==> src/rtl/token_writer.sv <==
// Keypad-side token writer: validated tokens into a DEPTH-entry store, '#'-terminated.
// Optional syntax checking is enabled by TOKEN_WRITER_STRICT_SYNTAX_EN.
module token_writer #(
  parameter int          DEPTH = 100,
  parameter int          AW    = 7,
  parameter logic [7:0]  TERM  = 8'd10
) (
  input  logic          clk,
  input  logic          rst,
  input  logic          in_valid,
  output logic          in_ready,
  input  logic [7:0]    in_token,
  input  logic          clear,
  output logic          done,
  output logic [AW-1:0] len,
  output logic          err,
  input  logic [AW-1:0] rd_index,
  output logic [7:0]    rd_token
);

`ifdef TOKEN_WRITER_STRICT_SYNTAX_EN
  localparam bit STRICT = 1'b1;
`else
  localparam bit STRICT = 1'b0;
`endif

  localparam logic [AW-1:0] FULL_AT = AW'(DEPTH - 1);

  typedef enum logic [1:0] {
    IDLE,
    FILL,
    DONE
  } state_t;

  state_t        state_q, state_d;
  logic [AW-1:0] len_q, len_d;
  logic          last_op_q, last_op_d;
  logic          err_q, err_d;
  logic          done_q, done_d;
  logic [7:0]    mem_q [DEPTH];

  logic is_dig, is_op, is_term, is_legal;
  logic full, xfer, ok, wr_en;

  assign is_dig   = (in_token <= 8'd9);
  assign is_op    = (in_token >= 8'd20) && (in_token <= 8'd23);
  assign is_term  = (in_token == TERM);
  assign is_legal = is_dig | is_op | is_term;
  assign full     = (len_q == FULL_AT);

  assign in_ready = (state_q != DONE) && !clear;
  assign xfer     = in_valid && in_ready;

  // Once only the terminator slot is left, nothing but TERM fits.
  always_comb begin
    ok = 1'b0;
    if (is_legal) begin
      if (state_q == IDLE)
        ok = is_dig | (is_op & !STRICT);
      else if (full)
        ok = is_term;
      else
        ok = is_dig | !(STRICT & last_op_q);
    end
  end

  always_comb begin
    state_d   = state_q;
    len_d     = len_q;
    last_op_d = last_op_q;
    err_d     = 1'b0;
    wr_en     = 1'b0;
    if (clear) begin
      state_d   = IDLE;
      len_d     = '0;
      last_op_d = 1'b0;
    end else if (xfer) begin
      if (ok) begin
        wr_en     = 1'b1;
        len_d     = len_q + 1'b1;
        last_op_d = is_op;
        state_d   = is_term ? DONE : FILL;
      end else begin
        err_d = 1'b1;
      end
    end
    done_d = (state_d == DONE);
  end

  always_ff @(posedge clk or negedge rst) begin
    if (!rst) begin
      state_q   <= IDLE;
      len_q     <= '0;
      last_op_q <= 1'b0;
      err_q     <= 1'b0;
      done_q    <= 1'b0;
    end else begin
      state_q   <= state_d;
      len_q     <= len_d;
      last_op_q <= last_op_d;
      err_q     <= err_d;
      done_q    <= done_d;
    end
  end

  // Contents survive reset; len masks stale entries on the read port.
  always_ff @(posedge clk) begin
    if (wr_en)
      mem_q[len_q] <= in_token;
  end

  assign done     = done_q;
  assign len      = len_q;
  assign err      = err_q;
  assign rd_token = (rd_index < len_q) ? mem_q[rd_index] : TERM;

endmodule

==> config.mk <==
export PLATFORM = sky130hd
export DESIGN_NAME = token_writer
export DESIGN_NICKNAME = d
export VERILOG_FILES = /design/src/rtl/token_writer.sv
export SDC_FILE = /design/constraint.sdc
export NUM_CORES = 1
export LEC_CHECK = 0
export CORE_UTILIZATION = 35
export CTS_BUF_LIST = sky130_fd_sc_hd__clkbuf_8
export DETAILED_ROUTE_END_ITERATION = 12
export GPL_TIMING_DRIVEN = 0
export PLACE_DENSITY = 0.61
export SYNTH_ARGS = -nofsm -noshare
export SYNTH_HDL_FRONTEND = slang
export SYNTH_SLANG_ARGS = --single-unit
export TNS_END_PERCENT = 20
==> constraint.sdc <==
create_clock -name clk -period 6.59 [get_ports clk]
set_input_delay 1.6475 -clock clk [delete_from_list [all_inputs] [get_ports clk]]
set_output_delay 1.6475 -clock clk [all_outputs]
set_load 0.01 [all_outputs]
After elaboration in Yosys (flattened, before gate mapping)

Memories as Yosys holds them, arrays and structs flattened.
Cells that the tools add are included.

Word-level logic and storage cells: 43
Memories: 1
Input port bits: 19
Bits in writable memories: 800
Register bits after elaboration: 11
Output and inout port bits: 18

Memory list:

| name  | depth | width | rd ports | clocked after Yosys merged registers in | write ports | RTL line | RTL |
|---|---|---|---|---|---|---|---|
| mem_q | 100   | 8     | 1        | 0                                       | 1           | 40       | `logic [7:0] mem_q [DEPTH];` |

Bitwise gates (word level): 2
Reduce and logical (&&, ||, !) cells: 8
Eq/ne operators: 4
Muxes and demuxes: 19
$add $sub $neg: 1
Order comparisons: 4

Operators by type and width:

| operator            | number |
|---|---|
| $mux 7              | 3 |
| $mux 1              | 11 |
| $eq 8x4->1 const B  | 1 |
| $ge 8x5->1 const B  | 1 |
| $le 8x4->1 const B  | 1 |
| $le 8x5->1 const B  | 1 |
| $mux 2              | 4 |
| $mux 8              | 1 |
| $add 7x1->7 const B | 1 |
| $eq 7x7->1 const B  | 1 |
| $lt 7x7->1          | 1 |
| $reduce_bool 2->1   | 2 |
| $logic_and 1x1->1   | 3 |
| $eq 2x2->1 const B  | 1 |
| $logic_not 2->1     | 1 |
| $ne 2x2->1 const B  | 1 |
| $or 1x1->1          | 2 |
| $reduce_and 2->1    | 1 |
| $logic_not 1->1     | 1 |

Logic depth before layout (Yosys ltp)

Word-level depth: 10
Depth in mapped cells: 11
Gate-level depth less buffers: 7

Least setup slack after synthesis

Ideal clock, no wire load.

Path kind: input to output
Start point: in rd_index[0]
End point: out rd_token[1]
Setup slack: 1.325 ns
Path buffers: 3
Arrival time: 3.617 ns
Required time: 4.943 ns
Stages: 7
Path through: buf_6 buf_6 buf_2 mux4_2 a211oi_2 nor3_1 or4b_1

Word-level cells in the longest chain between the ends: 2
Elaborated cells between the ends (all ways): 3
Those cells by class: order compare (1); mux (1); memory (1)

Ends and longest elaborated chain:

| element                                            | RTL line | RTL |
|---|---|---|
| from (decl)                                        | 17       | `input logic [AW-1:0] rd_index,` |
| $mem_v2 100x8 / $lt 7x7->1 (equally long branches) | -        |  |
| $mux 8 *                                           | 115      | `assign rd_token = (rd_index < len_q) ? mem_q[rd_index] : TERM;` |
| to (decl)                                          | 18       | `output logic [7:0] rd_token` |

Mark *: on every way between the ends. The rest lies on a longest branch, timed or not.

Worst setup path in the final report

Start point: in rd_index[2]
End point: out rd_token[0]

The elaborated chain is that of the path after synthesis.

==> results.tsv <==
stage	metric	value	unit
status	outcome	finished, violations left	
status	violated checks	negative setup slack	
grt	vias in the first global route	17400	
clock_tree	CTS root buf	clkbuf_8	
sta	Final Setup Violations	6	
setup_path	Max FO, Critical Path	10	
floorplan	# IOs	37	
grt	first-pass GRT wire length	134	mm
power_and_ir_drop	Pleak	11.4	nW
power_and_ir_drop	VDD IR max	0.188	mV
synthesis	post-synth top area cell	edfxtp_1	
worst_hold_path	Worst Hold Endpoint	state_q[0]	
clock_tree	clock latency at the later pin of the worst-skew pair	0.79	ns
synthesis	Async S/R FF share, synth	0.0136	
layout	Layout area overhead	14.8	%
grt	GRT overflow	0	
clock_tree	CTS H-tree lvls	4	
synthesis	Synth area leaders	edfxtp_1 (75%), mux4_2 (14%), nor2_1 (1.6%)	
grt	gr usage total	0.209	
clock_tree	clock buffer count from CTS	130	
floorplan	Die Ht	304	um
worst_hold_path	hold_sp	state_q[0]	
setup_path	Reg2Reg Launch Point	len[3]	
flow_run	Max Cap Viol	0	
synthesis	Post-synth EDFFs	800	
power_and_ir_drop	Cell Pwr Density	280	mW/mm2
setup_path	crit path DAT	5.08	ns
route	Vias/cell	5.79	
setup_path	Worst Setup End Kind	primary output	
sta	Worst Max-Slew Pin Slew	1.45	ns
placed_design	placer's final routability congestion estimate	0.938	
sta	Rel. slew slack	0.0310	
layout	fillers	8037	
sta	final hold vios	0	
power_and_ir_drop	Power Total	10.3	mW
route	ANT nets after route	0	
setup_path	Worst R2R Path Depth	8	
placed_design	Post-Place Setup Slack	-1.82	ns
sta	setup ws final	-0.142	ns
sta	final period utilization	1.02	
setup_path	worst flop-to-flop path endpoint	mem_q[57][5]	
worst_hold_path	Worst Hold Depth	2	
grt	largest net degree at the start of global routing	103	
setup_path	worst endpoint required time	4.94	ns
clock_tree	hold buffers post-CTS	0	
route	1st-iter DRT viols	2460	
clock_tree	CTS tree	done	
synthesis	average size of a mapped cell	20.6	um2
layout	layout cell share with drive strength beyond 1	0.264	
synthesis	Synth Instances	1554	
floorplan	die width	304	um
sta	clk_skew	0.0290	ns
sta	unrepaired setup endpoints after global routing	true	
route	final wirelength	96.2	mm
route	via count	17300	
sta	setup_tns	-0.689	ns
placed_design	port buffer count	35	
route	DRC Markers	0	
clock_tree	clock-pin slew on the worst setup and hold paths	0.05	ns
route	post-DR wirelength/cell	32.2	um
synthesis	top cell type's share of synthesized area	0.752	
clock_tree	Clock Sinks	811	
grt	initial antenna violation count	2	
clock_tree	Setup Buffers After CTS	0	
setup_path	Startpoint Class	input port	
synthesis	sequential area share after synthesis	0.760	
layout	most common cell after layout, fill and taps aside	edfxtp_1	
synthesis	Mapped Nets	1580	
layout	commonest cells after routing, fill and taps aside	edfxtp_1 (800), mux4_2 (193), clkbuf_8 (134)	
synthesis	ys flop type	edfxtp_1	
sta	min Tclk post-route	6.73	ns
floorplan	Initial Util	0.354	
synthesis	Netlist cell types	57	
floorplan	row count	110	
route	drt pass-1 iters	6	
sta	pins over their slew limit	0	
clock_tree	worst-case clock buffer depth	3	
layout	Post-layout nets	1754	
setup_path	Worst R2R Setup Slack	2.12	ns
floorplan	core area	0.0903	mm2
worst_hold_path	worst hold path type	flop to flop	
sta	Max Clock Freq	0.149	GHz
floorplan	Die ar.	0.0925	mm2
synthesis	Yosys warning total	0	
synthesis	Mapped Area	0.0320	mm2
setup_path	CP Class	input port to primary output	
synthesis	Yosys reg bits	811	
placed_design	DP HPWL	61.5	mm
worst max-delay path by stage:
stage	slack, ns	from	to	cells after the start
final	-0.14	rd_index[2]	rd_token[0]	10
after global routing	-0.15	rd_index[3]	rd_token[2]	9
after CTS	-0.22	rd_index[2]	rd_token[2]	10
after detailed placement	-1.82	rd_index[2]	rd_token[7]	10
after global placement	-2.02	in_token[1]	mem_q[40][7]	8
after floorplan	1.33	rd_index[0]	rd_token[1]	7
stage by stage:
stage | util | hold slack, ns | instance area [um2] | std cells
after global routing | 0.406 | 0.684 | 36700 | 2990
after global placement | 0.374 | 0.579 | 33800 | 2765
after CTS | 0.406 | 0.624 | 36600 | 2989
final | 0.406 | 0.610 | 36700 | 2991
after detailed placement | 0.376 | 0.602 | 34000 | 2773
after floorplan | - | 0.552 | 32000 | 1554
power by group:
group          internal, mW  leakage, nW  switching [mW]
clock                  2.03         1.32            1.95
sequential             5.67         7.34        0.000359
combinational         0.220         2.78           0.409
metal layers:
layer,GRT usage,part of all wire,vias to the layer above
met2,0.316,0.46,1147
met4,0.0977,0.043,0
li1,-,-,6817
met5,0,0,-
met1,0.281,0.39,9156
met3,0.0544,0.11,208
area by class of cell:
type	count	area [um2]	area share
well taps	1176	1470	0.0401
multi-input cells	648	7320	0.199
clock inverters	82	447	0.0122
flip-flops and latches	811	24300	0.662
clock buffers	134	1840	0.0503
inverters	11	51.3	0.00140
repair buffers	43	543	0.0148
diodes	3	7.51	0.000205
plain buffers	83	714	0.0195
cells by family after synthesis:
kind of cell    count (synthesis)  share of synthesized area
xor+xnor                        3                   0.000822
flops                         811                      0.760
compound gates                111                     0.0248
fa+ha+maj                       7                    0.00274
buf+inv                        95                     0.0161
mux                           238                      0.153
simple gates                  289                     0.0420
critical path, stage by stage:
cell             delay [ns]
clkdlybuf4s50_1        0.55
buf_6                  0.22
buf_6                  0.26
buf_4                  0.33
mux4_2                 0.37
a221oi_1               0.28
o21ai_1                0.17
a2111oi_4              0.56
a311oi_2               0.11
clkdlybuf4s50_1        0.55
Yosys cell counts, types with 4 or more instances:
cell	number
a31oi_1	4
edfxtp_1	800
o221ai_1	7
o21ai_0	16
dfrtp_1	11
a22o_1	6
a2111oi_0	9
mux4_1	5
o22ai_1	4
nor2b_1	21
buf_6	8
inv_1	9
nor3_1	12
nand2b_1	5
mux2_2	16
buf_4	17
a211oi_1	4
buf_2	28
clkbuf_1	24
or3_1	5
and2_1	4
mux2i_1	24
mux4_2	193
nand4_1	13
nand2_1	43
nor2_1	136
nand3_1	25
buf_1	7
ha_1	7
a221oi_1	8
a21oi_1	20
a22oi_1	17
nor4_1	9
registers in the layout (all words and copies together), names as in the netlist:
signal   count
mem_q      800
len          7
state_q      2
done         1
err          1
repair_timing:
item / in CTS / in global routing
pin swaps: 4 / 4
cloned: 0 / 0
setup endpoints to repair: 8 / 8
gates resized for setup: 126 / 23
Note: power is estimated with default switching activity, not from simulation.
